## src/rtl/ps2_pkg.sv

```systemverilog
// Shared types and constants for the PS/2 keyboard receive path.
package ps2_pkg;

    typedef enum logic [2:0] {
        IDLE,
        DATA,
        PARITY,
        STOP,
        DECODE
    } ps2_rx_state_t;

    localparam logic [7:0] PS2_PREFIX_EXT = 8'hE0;
    localparam logic [7:0] PS2_PREFIX_REL = 8'hF0;

    typedef struct packed {
        logic       released;
        logic       extended;
        logic [7:0] code;
    } ps2_key_evt_t;

endpackage

```

## src/rtl/ps2_line_filter.sv

```systemverilog
// Two-flop synchroniser followed by a stability filter for one raw PS/2 pad line.
module ps2_line_filter #(
    parameter int   FILTER_LEN = 8,
    parameter logic INIT       = 1'b1
) (
    input  logic clk_i,
    input  logic rst_i,
    input  logic i_raw,
    output logic o_filt
);

    localparam int CW = $clog2(FILTER_LEN + 1);

    logic          r_sync1;
    logic          r_sync2;
    logic          r_filt;
    logic [CW-1:0] r_cnt;

    // The filtered value only moves after FILTER_LEN consecutive disagreeing samples.
    always_ff @(posedge clk_i) begin
        if (rst_i) begin
            r_sync1 <= INIT;
            r_sync2 <= INIT;
            r_filt  <= INIT;
            r_cnt   <= '0;
        end else begin
            r_sync1 <= i_raw;
            r_sync2 <= r_sync1;
            if (r_sync2 == r_filt) begin
                r_cnt <= '0;
            end else if (r_cnt == CW'(FILTER_LEN - 1)) begin
                r_filt <= r_sync2;
                r_cnt  <= '0;
            end else begin
                r_cnt <= r_cnt + CW'(1);
            end
        end
    end

    assign o_filt = r_filt;

endmodule

```

## src/rtl/ps2_keyb_rx.sv

```systemverilog
// PS/2 device-to-host deframer: filters the pad lines, decodes 11-bit frames and
// folds E0/F0 prefixes into flags on a single qualified scan-code event.
module ps2_keyb_rx
    import ps2_pkg::*;
#(
    parameter int FILTER_LEN = 8,
    parameter int TIMEOUT    = 50000
) (
    input  logic          clk_i,
    input  logic          rst_i,
    input  logic          ps2_clk_i,
    input  logic          ps2_data_i,
    output logic          code_valid,
    output logic [7:0]    code,
    output logic          released,
    output logic          extended,
    output logic          frame_err,
    output logic [7:0]    err_cnt,
    output ps2_rx_state_t dbg_state
);

    localparam int TW = $clog2(TIMEOUT + 1);

    ps2_rx_state_t r_state;
    ps2_rx_state_t w_next;

    logic          w_clk_f;
    logic          w_data_f;
    logic          r_clk_d;
    logic          w_fall;
    logic          w_timeout;
    logic          w_start_err;
    logic          w_decode;
    logic          w_good;
    logic          w_byte_err;
    logic          w_err;

    logic [7:0]    r_shreg;
    logic [2:0]    r_bitcnt;
    logic          r_parity;
    logic          r_stop;
    logic [TW-1:0] r_to_cnt;
    logic          r_ext_pend;
    logic          r_rel_pend;
    ps2_key_evt_t  r_evt;
    logic          r_code_valid;
    logic          r_frame_err;
    logic [7:0]    r_err_cnt;

    ps2_line_filter #(.FILTER_LEN(FILTER_LEN), .INIT(1'b1)) u_clk_filt (
        .clk_i  (clk_i),
        .rst_i  (rst_i),
        .i_raw  (ps2_clk_i),
        .o_filt (w_clk_f)
    );

    ps2_line_filter #(.FILTER_LEN(FILTER_LEN), .INIT(1'b1)) u_data_filt (
        .clk_i  (clk_i),
        .rst_i  (rst_i),
        .i_raw  (ps2_data_i),
        .o_filt (w_data_f)
    );

    assign w_fall     = r_clk_d & ~w_clk_f;
    // A falling edge in the same cycle as expiry keeps the frame alive.
    assign w_timeout  = (r_state != IDLE) && !w_fall && (r_to_cnt == TW'(TIMEOUT));
    assign w_decode   = (r_state == DECODE);
    assign w_good     = (^r_shreg ^ r_parity) & r_stop;
    assign w_byte_err = w_decode & ~w_good;
    assign w_err      = w_byte_err | w_start_err | w_timeout;

    always_ff @(posedge clk_i) begin
        if (rst_i) begin
            r_state <= IDLE;
        end else begin
            r_state <= w_next;
        end
    end

    always_comb begin
        w_next      = r_state;
        w_start_err = 1'b0;
        case (r_state)
            IDLE: begin
                if (w_fall) begin
                    if (!w_data_f) w_next = DATA;
                    else           w_start_err = 1'b1;
                end
            end
            DATA:    if (w_fall && r_bitcnt == 3'd7) w_next = PARITY;
            PARITY:  if (w_fall) w_next = STOP;
            STOP:    if (w_fall) w_next = DECODE;
            DECODE:  w_next = IDLE;
            default: w_next = IDLE;
        endcase
        if (w_timeout) w_next = IDLE;
    end

    always_ff @(posedge clk_i) begin
        if (rst_i) begin
            r_clk_d      <= 1'b1;
            r_shreg      <= '0;
            r_bitcnt     <= '0;
            r_parity     <= 1'b0;
            r_stop       <= 1'b0;
            r_to_cnt     <= '0;
            r_ext_pend   <= 1'b0;
            r_rel_pend   <= 1'b0;
            r_evt        <= '0;
            r_code_valid <= 1'b0;
            r_frame_err  <= 1'b0;
            r_err_cnt    <= '0;
        end else begin
            r_clk_d      <= w_clk_f;
            r_code_valid <= 1'b0;
            r_frame_err  <= w_err;

            if (w_err && r_err_cnt != 8'hFF) r_err_cnt <= r_err_cnt + 8'd1;

            if (r_state == IDLE || w_fall || w_timeout) r_to_cnt <= '0;
            else                                         r_to_cnt <= r_to_cnt + TW'(1);

            if (r_state == IDLE && w_fall && !w_data_f) r_bitcnt <= '0;
            if (r_state == DATA && w_fall) begin
                r_shreg  <= {w_data_f, r_shreg[7:1]};
                r_bitcnt <= r_bitcnt + 3'd1;
            end
            if (r_state == PARITY && w_fall) r_parity <= w_data_f;
            if (r_state == STOP && w_fall)   r_stop   <= w_data_f;

            if (w_decode && w_good) begin
                if (r_shreg == PS2_PREFIX_EXT) begin
                    r_ext_pend <= 1'b1;
                end else if (r_shreg == PS2_PREFIX_REL) begin
                    r_rel_pend <= 1'b1;
                end else begin
                    r_evt        <= '{released: r_rel_pend, extended: r_ext_pend, code: r_shreg};
                    r_code_valid <= 1'b1;
                    r_ext_pend   <= 1'b0;
                    r_rel_pend   <= 1'b0;
                end
            end

            // A corrupted or abandoned frame must not leave a prefix hanging.
            if (w_byte_err || w_timeout) begin
                r_ext_pend <= 1'b0;
                r_rel_pend <= 1'b0;
            end
            if (w_timeout) r_shreg <= '0;
        end
    end

    assign code_valid = r_code_valid;
    assign code       = r_evt.code;
    assign released   = r_evt.released;
    assign extended   = r_evt.extended;
    assign frame_err  = r_frame_err;
    assign err_cnt    = r_err_cnt;
    assign dbg_state  = r_state;

endmodule
```

## config.mk

```make
export PLATFORM = sky130hd
export DESIGN_NAME = ps2_keyb_rx
export DESIGN_NICKNAME = d
export VERILOG_FILES = /design/src/rtl/ps2_pkg.sv /design/src/rtl/ps2_line_filter.sv /design/src/rtl/ps2_keyb_rx.sv
export SDC_FILE = /design/constraint.sdc
export NUM_CORES = 1
export LEC_CHECK = 0
export ABC_AREA = 1
export CELL_PAD_IN_SITES_DETAIL_PLACEMENT = 1
export CELL_PAD_IN_SITES_GLOBAL_PLACEMENT = 2
export CORE_UTILIZATION = 36
export DETAILED_ROUTE_END_ITERATION = 7
export HOLD_SLACK_MARGIN = 0.15
export PLACE_DENSITY = 0.83
export SKIP_LAST_GASP = 1
export SLEW_MARGIN = 20
export SYNTH_ARGS = -nofsm -noshare
export SYNTH_HDL_FRONTEND = slang
export SYNTH_SLANG_ARGS = --single-unit
```

## constraint.sdc

```tcl
create_clock -name clk_i -period 3.1 [get_ports clk_i]
set_input_delay 0.31 -clock clk_i [delete_from_list [all_inputs] [get_ports clk_i]]
set_output_delay 0.31 -clock clk_i [all_outputs]
set_load 0.005 [all_outputs]
```

==> Word level (Yosys, flattened, before mapping) <==
Cells that the tools add are included.
{ "word_totals": {"regBits": 69, "latch_bits": 0, "ramBits": 0, "romBits": 0, "input_bits": 4, "out_inout_bits": 23, "word_cells": 106, "n_memories": 0} }
{ "op_classes": {"n_addsub": 5, "mul": 0, "div_mod_pow": 0, "order_cmp": 0, "n_eq_ne": 19, "n_shift": 0, "mux": 15, "bitwise_logic": 13, "reduce_logical": 31} }
{ "op_table": {"columns": ["cell", "n"], "rows": [
  ["3-bit 2-to-1 mux", 7],
  ["16-bit by 1-bit adder with 16-bit output, second input constant", 1],
  ["16-bit equality test, second input constant", 1],
  ["8-bit equality test, second input constant", 2],
  ["2-bit inequality test, second input constant", 6],
  ["3-bit case mux with 4 select lines", 1],
  ["1-bit logical AND", 10],
  ["3-bit OR reduction", 3],
  ["4-bit by 1-bit adder with 4-bit output, second input constant", 2],
  ["8-bit by 1-bit adder with 8-bit output, second input constant", 1],
  ["4-bit by 3-bit equality test with 1-bit output, second input constant", 2],
  ["8-bit inequality test, second input constant", 1],
  ["2-bit AND reduction", 4],
  ["8-bit parity", 1],
  ["1-bit 2-to-1 mux", 7],
  ["1-bit NOT", 7],
  ["3-bit by 2-bit equality test with 1-bit output, second input constant", 2],
  ["3-bit equality test, second input constant", 2],
  ["2-bit OR reduction", 3],
  ["5-bit AND reduction", 1],
  ["3-bit by 1-bit adder with 3-bit output, second input constant", 1],
  ["1-bit AND", 3],
  ["3-bit by 1-bit equality test with 1-bit output, second input constant", 1],
  ["3-bit logical NOT", 1],
  ["8 further kinds", 13]
]} }

==> Logic depth before layout (Yosys ltp) <==
Gate-level depths: netlist (run 1).
{ "depth": {"ltp_word": 8, "mapped_depth": 14, "depth_no_buf": 13} }

==> Modules after synthesis <==
Synthesis (run 1) repeated with hierarchy kept, for this count alone.
{ "hier_totals": {"hier_cells": 407, "hier_area_um2": 3118.0} }
{ "by_module_without_submodules": {"columns": ["module", "instances", "cells_each", "area_each_um2", "seq_area_each_um2"], "rows": [
  ["ps2_keyb_rx", 1, 349, 2590.0, 1101.1],
  ["ps2_line_filter", 2, 29, 264.0, 140.1]
]} }

==> Least setup slack after synthesis (run 1) <==
No wires, ideal clock.
{ "synth_timing": {"path_kind": "register to register", "from": "register r_shreg[2]", "to": "register r_evt, in the netlist code[4]", "setup_time_ns": 0.113, "arrival_ns": 1.564, "t_required_ns": 2.987, "path_slack_ns": 1.423, "path_stages_with_launch": 14, "path_buffers": 1, "synth_period_minus_slack_ns": 1.677, "path_cell_list": "dfxtp_1 inv_1 ha_1 inv_1 nand2_1 nand2_1 nand2_1 nand3_1 nand4_1 nor2_2 buf_4 nand2_1 nand2_1 nor2_1"} }
{ "synth_via": {"elab_chain_cells": 5, "word_cells_on_any_way": 9, "cone_classes": "eq/ne: 2; bitwise: 4; reduce/logical: 3"} }
{ "synth_rtl": {"columns": ["element", "line_no", "rtl"], "rows": [
  ["start, declared", "ps2_keyb_rx.sv:38", "logic [7:0] r_shreg;"],
  ["start signal, assigned", "ps2_keyb_rx.sv:125", "r_shreg <= {w_data_f, r_shreg[7:1]};"],
  ["8-bit parity", "ps2_keyb_rx.sv:68", "assign w_good = (^r_shreg ^ r_parity) & r_stop;"],
  ["1-bit XOR", "ps2_keyb_rx.sv:68", null],
  ["1-bit AND", "ps2_keyb_rx.sv:68", null],
  ["1-bit logical AND", "ps2_keyb_rx.sv:131", "if (w_decode && w_good) begin"],
  ["3-bit AND reduction (no source line) *", null, null],
  ["end signal, assigned", "ps2_keyb_rx.sv:137", "r_evt <= '{released: r_rel_pend, extended: r_ext_pend, code: r_shreg};"],
  ["end, declared", "ps2_keyb_rx.sv:45", "ps2_key_evt_t r_evt;"]
]} }
Every way passes the cells marked *; elsewhere a longest branch is shown, timed or not.
A chain may end at the register's enable or synchronous reset.

==> Final worst setup path (run 1) <==
{ "layout_timing": {"from": "register r_shreg[2]", "to": "register r_evt, in the netlist code[2]"} }
{ "layout_via": {"elab_chain_cells": 5, "word_cells_on_any_way": 9, "cone_classes": "eq/ne: 2; bitwise: 4; reduce/logical: 3"} }
{ "layout_rtl": {"columns": ["element", "line_no"], "rows": [
  ["8-bit parity", "ps2_keyb_rx.sv:68"],
  ["1-bit XOR", "ps2_keyb_rx.sv:68"],
  ["1-bit AND", "ps2_keyb_rx.sv:68"],
  ["1-bit logical AND", "ps2_keyb_rx.sv:131"],
  ["3-bit AND reduction (no source line)", null]
]} }
Several ways; a longest one is shown, not always the timed one.

==> results of run 1 <==
==> worst reg2reg max path, stage by stage, from the launching register on <==
cell     delay, ns
dfxtp_1       0.35
inv_1         0.07
ha_1          0.32
inv_1         0.08
nand2_1       0.07
nand2_1       0.06
nand2_1       0.04
nand3_1       0.09
nand4_1       0.18
nor2_2        0.12
buf_4         0.24
nand2_1       0.11
nand2_1       0.10
nor2_1        0.04
==> state kept, by name (all words and copies together) (netlist names), 3 cells and up <==
signal and count:
u_clk_filt.r_cnt 4, r_to_cnt 16, code 8, u_data_filt.r_cnt 4, err_cnt 8, r_shreg 8
r_bitcnt 3, dbg_state 3
==> cell usage after synthesis, types with 4 or more instances <==
master   count  area share
inv_1       47       0.056
a21oi_1     32       0.051
nand2_1     92        0.11
nor2_1      76       0.091
nor3b_1      5       0.012
xor2_1       6       0.017
nand4_1      5       0.010
ha_1        12       0.048
nand3_1     27       0.043
or2_2        5       0.010
nor3_1       4      0.0064
o21ai_0      5      0.0080
dfxtp_1     69        0.44
==> cell usage in the layout (no fill, tap or decap), types with 3 or more instances in the layout <==
| cell type | netlist | routed |
|---|---|---|
| clkbuf_8 | 0 | 10 |
| xor2_1 | 6 | 6 |
| nor2_2 | 3 | 3 |
| nor2_1 | 76 | 76 |
| ha_1 | 12 | 12 |
| nor3_1 | 4 | 4 |
| nand2_1 | 92 | 92 |
| or2_2 | 5 | 5 |
| buf_4 | 3 | 5 |
| clkinv_2 | 0 | 4 |
| clkdlybuf4s50_1 | 0 | 26 |
| nand4_1 | 5 | 5 |
| o21ai_0 | 5 | 5 |
| a21oi_1 | 32 | 32 |
| inv_1 | 47 | 47 |
| dfxtp_1 | 69 | 69 |
| nor2_4 | 3 | 3 |
| nand3_1 | 27 | 27 |
| nand3_2 | 3 | 3 |
| nor3b_1 | 5 | 5 |
==> metrics by stage <==
stage	instance area [sq um]	setup WS, ns	util	total power, mW	hold slack (ns)
after floorplan	3140	1.42	-	0.928	0.389
after global placement	3510	1.10	0.421	0.939	0.393
after detailed placement	3510	1.08	0.421	0.940	0.400
after CTS	3700	1.07	0.444	1.67	0.417
after global routing	3700	0.850	0.444	1.71	0.434
final	3700	1.12	0.444	1.65	0.419
==> routing by layer <==
layer  global-route usage  vias to the layer above  routed length, um
met3               0.0263                       13                155
met5                    0                        -                  0
met1                0.224                     1263               3490
met2                0.267                       30               2960
met4               0.0970                        0                161
li1                     -                     1409                  -
==> final timing paths <==
| path | start | slack [ns] | depth (start not counted) | to |
|---|---|---|---|---|
| worst max-delay path | r_shreg[2] | 1.12 | 13 | code[2] |
| worst min-delay path | u_clk_filt.r_sync1 | 0.42 | 1 | u_clk_filt.r_sync2 |
| worst max register to register | r_shreg[2] | 1.12 | 13 | code[2] |
| worst min register to register | u_clk_filt.r_sync1 | 0.42 | 1 | u_clk_filt.r_sync2 |
==> where the power goes <==
part,leakage [nW],internal [mW],total [mW],switching (mW)
logic,0.791,0.0109,0.0280,0.0171
registers,0.557,0.889,0.890,0.00146
clock network,0.103,0.388,0.729,0.340
==> kinds of logic (layout without fill, tap and decap cells) <==
group	count (synthesis)	in the layout	share of synthesized area
compound gates	48	48	0.0845
xor+xnor	8	8	0.0223
fa+ha+maj	12	12	0.0478
buf+inv	57	95	0.0749
flops	69	69	0.440
simple gates	230	230	0.330
==> final cells by class <==
cell class,count,area share
Inverter,48,0.0486
Multi-Input combinational cell,298,0.411
Clock inverter,5,0.0135
Sequential cell,69,0.373
Timing Repair Buffer,31,0.0804
Tap cell,105,0.0355
Clock buffer,11,0.0382
==> reports/metrics.yaml, run 1 <==
routing:
  via_per_inst: 4.79
  routed_wl_mm: 6.77
  drt_iter0_drc: 70
  ant_nets: 0
  drc: 0
  drtPass1Iterations: 4
  wl_per_cell_um: 11.9
  vias: 2715
timing:
  min_period_over_period: 0.639
  fin_skew_ns: 0.00952
  max_freq_mhz: 504
  slew_violations: 0
  setup-tns-final_ns: 0
  relSlewSlack: 0.688
  min_period_ns: 1.98
  rsz0062_at_grt: "no"
  finalSetupViolCount: 0
  hold_viol_final: 0
  tightest_slew_ns: 0.466
clock_network:
  post-cts-setup-buffer-count: 0
  cts_tree: "done"
  cts_buffers: 9
  worstSkewPairLatency_ns: 0.35
  cts_resized: 0
  htree_levels: 3
  clk_pin_slew_ns: 0.07
  cts_buffer_depth: 2
  hold_buffers: 0
  clock-sinks: 69
  cts_root_buffer: "clkbuf_8"
finish:
  fillerInstances: 1056
  antenna_cells: 0
  fin_cells: 567
  layout.nets: 473
  register_area_sq_mm: 0.00138
  multiInputGateArea_sq_mm: 0.00152
  syn_to_final_growth_pct: 18.0
  drive_gt1_frac: 0.0909
worst_setup_path:
  cp-start-kind: "flip-flop"
  cp_slowest_cell: "dfxtp_1"
  crit_path_frequent_cell: "nand2_1"
  path_cells: "inv_1 -> ha_1 -> inv_1 -> nand2_1 -> nand2_1 -> nand2_1 -> nand3_1 -> nand4_1 -> nor2_2 -> buf_4 -> nand2_1 -> nand2_1 -> nor2_1"
  crit_fanout: 21
  end_kind: "flip-flop"
  path_class: "flip-flop to flip-flop"
  path_delay_family: "simple AND/OR/NAND/NOR gates"
  slowest_delay_ns: 0.35
  cp_data_required_time_ns: 3.35
  worst-path-buf-inv: 3
  arrival_ns: 2.23
grt:
  grt_max_degree: 22
  grt_pass1_wl_mm: 11.9
  grt_antenna_before_repair: 0
  grt_overflow: 0
  grt_pass1_vias: 2643
  track_usage: 0.171
die:
  core_sq_mm: 0.00834
  rows: 33
  start_util: 0.376
  dieArea_sq_mm: 0.00910
  chipWidth_um: 95.4
  ios: 27
  dieHeight_um: 95.4
placed_design:
  place_hpwl_mm: 5.04
  placed_cells: 551
  place_congestion: 0.707
  port-buffer-count: 26
yosys:
  syn_area_per_cell_sq_um: 7.40
  synthFlopType: "dfxtp_1"
  ys_seq_area_frac: 0.440
  synth_nets: 440
  synth_cell_types: 35
  syn-instance-count: 424
  async_flop_share: 0
  synth.cell_area_sq_mm: 0.00314
  synth_warnings: 0
  synth_edf_count: 0
  ys_ff_latch: 69
hold_path:
  hp-class: "flip-flop to flip-flop"
flow_run:
  max_cap_violations: 0
pwr:
  peakVddDrop_uv: 169
  leakage_nw: 1.45
  power_density_mw_per_mm2: 445
run_status:
  status: "completed"
(Power assumes the default switching activity.)
==> run 2: changes to the inputs <==
--- a/config.mk
+++ b/config.mk
@@ -8,10 +8,10 @@
 export ABC_AREA = 1
 export CELL_PAD_IN_SITES_DETAIL_PLACEMENT = 1
 export CELL_PAD_IN_SITES_GLOBAL_PLACEMENT = 2
-export CORE_UTILIZATION = 36
+export CORE_UTILIZATION = 33
 export DETAILED_ROUTE_END_ITERATION = 7
 export HOLD_SLACK_MARGIN = 0.15
-export PLACE_DENSITY = 0.83
+export PLACE_DENSITY = 0.76
 export SKIP_LAST_GASP = 1
 export SLEW_MARGIN = 20
 export SYNTH_ARGS = -nofsm -noshare
==> constraint.sdc (replaced) <==
create_clock -name clk_i -period 1.9 [get_ports clk_i]
set_input_delay 0.19 -clock clk_i [delete_from_list [all_inputs] [get_ports clk_i]]
set_output_delay 0.19 -clock clk_i [all_outputs]
set_load 0.005 [all_outputs]
==> run 2 against run 1 <==
- critical path depth fell by 4
- sequential share of layout area is 2.7 points lower
- count of clock-buffer cells in the layout is 2 lower
- critical path type unchanged
- critical endpoint is now code[0]
- largest cell class unchanged
- highest routed layer unchanged
==> reports/metrics.yaml, run 2 (synthesis results as in run 1) <==
run_status:
  status: "completed"
worst_setup_path:
  end_kind: "flip-flop"
  path_class: "flip-flop to flip-flop"
  crit_fanout: 5
  cp-start-kind: "flip-flop"
  cp_data_required_time_ns: 2.14
  arrival_ns: 2.11
grt:
  grt_pass1_vias: 2710
  grt_antenna_before_repair: 0
  track_usage: 0.161
  grt_max_degree: 21
  grt_pass1_wl_mm: 12.7
  grt_overflow: 0
die:
  chipWidth_um: 99.5
  ios: 27
  dieArea_sq_mm: 0.00991
  start_util: 0.340
  core_sq_mm: 0.00924
  dieHeight_um: 99.5
  rows: 35
timing:
  relSlewSlack: 0.631
  setup-tns-final_ns: 0
  max_freq_mhz: 536
  slew_violations: 0
  fin_ws_ns: 0.0343
  fin_skew_ns: 0.00744
  min_period_ns: 1.87
  hold_viol_final: 0
  rsz0062_at_grt: "yes"
  finalSetupViolCount: 0
  tightest_slew_ns: 0.552
  min_period_over_period: 0.982
finish:
  layout.nets: 489
  final_cell_mix: "88 x nand2_1, 74 x nor2_1, 64 x dfxtp_1"
  antenna_cells: 0
  top_register: "r_to_cnt"
  fillerInstances: 1131
  fin_cells: 607
  largest_reg_flops: 16
  layout_commonest_cell: "nand2_1"
  syn_to_final_growth_pct: 27.9
  drive_gt1_frac: 0.169
clock_network:
  cts_root_buffer: "clkbuf_8"
  htree_levels: 3
  cts_tree: "done"
  cts_buffers: 9
  hold_buffers: 0
  clock-sinks: 69
  worstSkewPairLatency_ns: 0.35
  clk_pin_slew_ns: 0.08
  cts_buffer_depth: 2
placed_design:
  place_congestion: 0.732
  place_hpwl_mm: 5.32
  post-place-ws_ns: 0.0239
  port-buffer-count: 26
  placed_cells: 584
pwr:
  intPower_mw: 2.08
  peakVddDrop_uv: 296
  leakage_nw: 1.58
  p_clk_frac: 0.447
  pwr-share-seq: 0.534
  power_density_mw_per_mm2: 677
  power.switching_mw: 0.640
  p_sw_frac: 0.235
  combPwrFrac: 0.019
routing:
  drc: 0
  via_per_inst: 4.64
  routed_wl_mm: 7.44
  ant_nets: 0
  vias: 2817
  wl_per_cell_um: 12.3
  drt_iter0_drc: 49
  drtPass1Iterations: 4
flow_run:
  max_cap_violations: 0
hold_path:
  hp-class: "input pin to flip-flop"
[run 2: cell count changes in the layout (fill, tap and decap cells not counted), moves of 3 or more]
cell	delta
ha_4	+3
nand2_1	-4
buf_4	+11
inv_2	+4
dfxtp_1	-5
clkinv_4	+3
inv_1	-5
nand2_2	+5
clkinv_2	-3
dfxtp_2	+5
ha_1	-3
[run 2: worst max-delay path, stage by stage (launching register included)]
cell       delay (ns)
dfxtp_2          0.35
ha_1             0.35
xor2_1           0.20
nand3_2          0.09
nand4_1          0.15
nor2_4           0.28
clkbuf_16        0.19
nand2_1          0.05
nand2_1          0.06
nor2_1           0.04
[run 2: what timing repair did]
action	4_1_cts	5_1_grt
gates resized for setup	0	28
endpoints found under the hold margin	0	0
setup endpoints to repair	0	21
setup buffers	0	4
[run 2: layout make-up]
type | instances | area [sq um] | share of cell area
multi-input cells | 299 | 1620 | 0.404
flip-flops and latches | 69 | 1390 | 0.345
repair buffers | 46 | 462 | 0.115
inverters | 48 | 183 | 0.0455
well taps | 129 | 161 | 0.0402
clock buffers | 9 | 124 | 0.0308
clock inverters | 7 | 76.3 | 0.0190
[run 2: final timing paths]
| check | from | end | slack, ns | cells past startpoint |
|---|---|---|---|---|
| worst max-delay path | r_shreg[6] | code[0] | 0.03 | 9 |
| worst min-delay path | ps2_data_i | u_data_filt.r_sync1 | 0.40 | 2 |
| worst max register to register | r_shreg[6] | code[0] | 0.03 | 9 |
| worst min register to register | u_data_filt.r_sync1 | u_data_filt.r_sync2 | 0.42 | 1 |
[run 2: routing by layer]
layer | up-vias | wire, um | GRT usage
met1 | 1335 | 3640 | 0.203
met5 | - | 0 | 0
met4 | 0 | 101 | 0.0577
met2 | 26 | 3530 | 0.266
li1 | 1447 | - | -
met3 | 9 | 169 | 0.0394
[run 2: stage by stage]
stage | util | total power [mW] | area [sq um] | hold WS [ns]
2_1_floorplan | - | 1.51 | 3140 | 0.294
3_3_place_gp | 0.392 | 1.54 | 3620 | 0.394
3_5_place_dp | 0.392 | 1.54 | 3620 | 0.402
4_1_cts | 0.414 | 2.76 | 3820 | 0.382
5_1_grt | 0.435 | 2.84 | 4020 | 0.404
6_report | 0.435 | 2.72 | 4020 | 0.400
[run 2: power by group through the flow]
stage          combinational (mW)  sequential, mW  clock [mW]
2_1_floorplan              0.0289            1.49           0
3_3_place_gp               0.0507            1.49           0
3_5_place_dp               0.0512            1.49           0
4_1_cts                    0.0516            1.45        1.26
5_1_grt                    0.0592            1.45        1.32
6_report                   0.0516            1.45        1.22
==> run 3: changes to the inputs <==
--- a/config.mk
+++ b/config.mk
@@ -12,7 +12,6 @@
 export DETAILED_ROUTE_END_ITERATION = 7
 export HOLD_SLACK_MARGIN = 0.15
 export PLACE_DENSITY = 0.76
-export SKIP_LAST_GASP = 1
 export SLEW_MARGIN = 20
 export SYNTH_ARGS = -nofsm -noshare
 export SYNTH_HDL_FRONTEND = slang
==> run 3 against run 2 <==
- flip-flop and latch count did not move
- clock power about the same
- maximum frequency is 0.17% lower
- sequential share of layout area hardly changed
- core utilization is 0.054 points higher
- wire length decreased by 0.11%
- worst hold slack better by 0.0014 ns
- die area unchanged
- global-route usage unchanged
- largest cell class unchanged
- highest routed layer unchanged
==> reports/metrics.yaml, run 3 (synthesis results as in run 1) <==
finish:
  antenna_cells: 0
  fillerInstances: 1130
  register_area_sq_mm: 0.00139
  layout_commonest_cell: "nand2_1"
  top_register: "r_to_cnt"
  layout.nets: 489
  multiInputGateArea_sq_mm: 0.00163
  final_cell_mix: "88 x nand2_1, 72 x nor2_1, 64 x dfxtp_1"
  syn_to_final_growth_pct: 28.1
  largest_reg_flops: 16
  drive_gt1_frac: 0.174
  fin_cells: 607
timing:
  fin_skew_ns: 0.00807
  hold_viol_final: 0
  finalSetupViolCount: 0
  relSlewSlack: 0.726
  setup-tns-final_ns: 0
  max_freq_mhz: 535
  rsz0062_at_grt: "yes"
  tightest_slew_ns: 0.407
  min_period_over_period: 0.984
  min_period_ns: 1.87
  slew_violations: 0
die:
  chipWidth_um: 99.5
  dieArea_sq_mm: 0.00991
  rows: 35
  dieHeight_um: 99.5
  ios: 27
  core_sq_mm: 0.00924
  start_util: 0.340
worst_setup_path:
  worst-path-buf-inv: 1
  cp_data_required_time_ns: 2.14
  slowest_delay_ns: 0.35
  path_class: "flip-flop to flip-flop"
  crit_path_frequent_cell: "nand2_1"
  cp_slowest_cell: "dfxtp_2"
  arrival_ns: 2.11
  crit_fanout: 5
  r2r_start: "r_shreg[6]"
  path_cells: "ha_1 -> xor2_1 -> nand3_2 -> nand4_1 -> nor2_4 -> clkbuf_16 -> nand2_1 -> nand2_1 -> nor2_1"
  cp-start-kind: "flip-flop"
  crit_start: "r_shreg[6]"
  path_delay_family: "simple AND/OR/NAND/NOR gates"
  end_kind: "flip-flop"
routing:
  routed_wl_mm: 7.43
  vias: 2816
  ant_nets: 0
  drtPass1Iterations: 4
  via_per_inst: 4.64
  drt_iter0_drc: 47
  wl_per_cell_um: 12.2
  drc: 0
placed_design:
  place_hpwl_mm: 5.32
  port-buffer-count: 26
  placed_cells: 584
  place_congestion: 0.732
run_status:
  status: "completed"
clock_network:
  worstSkewPairLatency_ns: 0.35
  cts_buffer_depth: 2
  hold_buffers: 0
  clk_pin_slew_ns: 0.08
  cts_buffers: 9
  htree_levels: 3
  clock-sinks: 69
  cts_root_buffer: "clkbuf_8"
  cts_tree: "done"
pwr:
  peakVddDrop_uv: 296
  power_density_mw_per_mm2: 676
  leakage_nw: 1.58
grt:
  grt_overflow: 0
  track_usage: 0.161
  grt_pass1_wl_mm: 12.7
  grt_pass1_vias: 2710
  grt_antenna_before_repair: 0
  grt_max_degree: 21
hold_path:
  hp-start: "ps2_data_i"
  hp-class: "input pin to flip-flop"
flow_run:
  max_cap_violations: 0
==> run 3: area by class of cell <==
class / count / area share
Tap cell: 129 / 0.0401
Multi-Input combinational cell: 299 / 0.405
Sequential cell: 69 / 0.345
Clock buffer: 9 / 0.0308
Clock inverter: 7 / 0.0190
Inverter: 48 / 0.0454
Timing Repair Buffer: 46 / 0.115
==> run 3: report_power, final <==
part / switching (mW) / internal, mW / leakage [nW] / total (mW)
Clock: 0.603 / 0.610 / 0.0954 / 1.21
Combinational: 0.0304 / 0.0214 / 0.929 / 0.0517
Sequential: 0.00237 / 1.45 / 0.559 / 1.45
Total: 0.636 / 2.08 / 1.58 / 2.72
==> run 3: worst paths after layout <==
kind         slack, ns                  end  cells past startpoint
min reg2reg       0.42  u_data_filt.r_sync2                      1
max reg2reg       0.03              code[0]                      9
min               0.40  u_data_filt.r_sync1                      2
max               0.03              code[0]                      9
==> run 3: layer usage <==
metal	up-vias	GRT usage	routed length [um]
li1	1448	-	-
met1	1330	0.203	3620
met2	29	0.266	3540
met3	9	0.0394	174
met4	0	0.0577	99
met5	-	0	0
==> run 3: through the flow <==
stage           util  hold WS, ns  power, mW  setup WS (ns)  instance area, sq um
2_1_floorplan      -        0.294       1.51          0.223                  3140
3_3_place_gp   0.392        0.394       1.54          0.109                  3620
3_5_place_dp   0.392        0.402       1.54         0.0239                  3620
4_1_cts        0.414        0.382       2.76        0.00623                  3820
5_1_grt        0.435        0.404       2.84        -0.0722                  4020
6_report       0.435        0.401       2.72         0.0311                  4020
==> run 3: what timing repair did <==
action                     CTS  global route
setup endpoints to repair    0            21
resized for setup            0            30
setup buffers                0             4
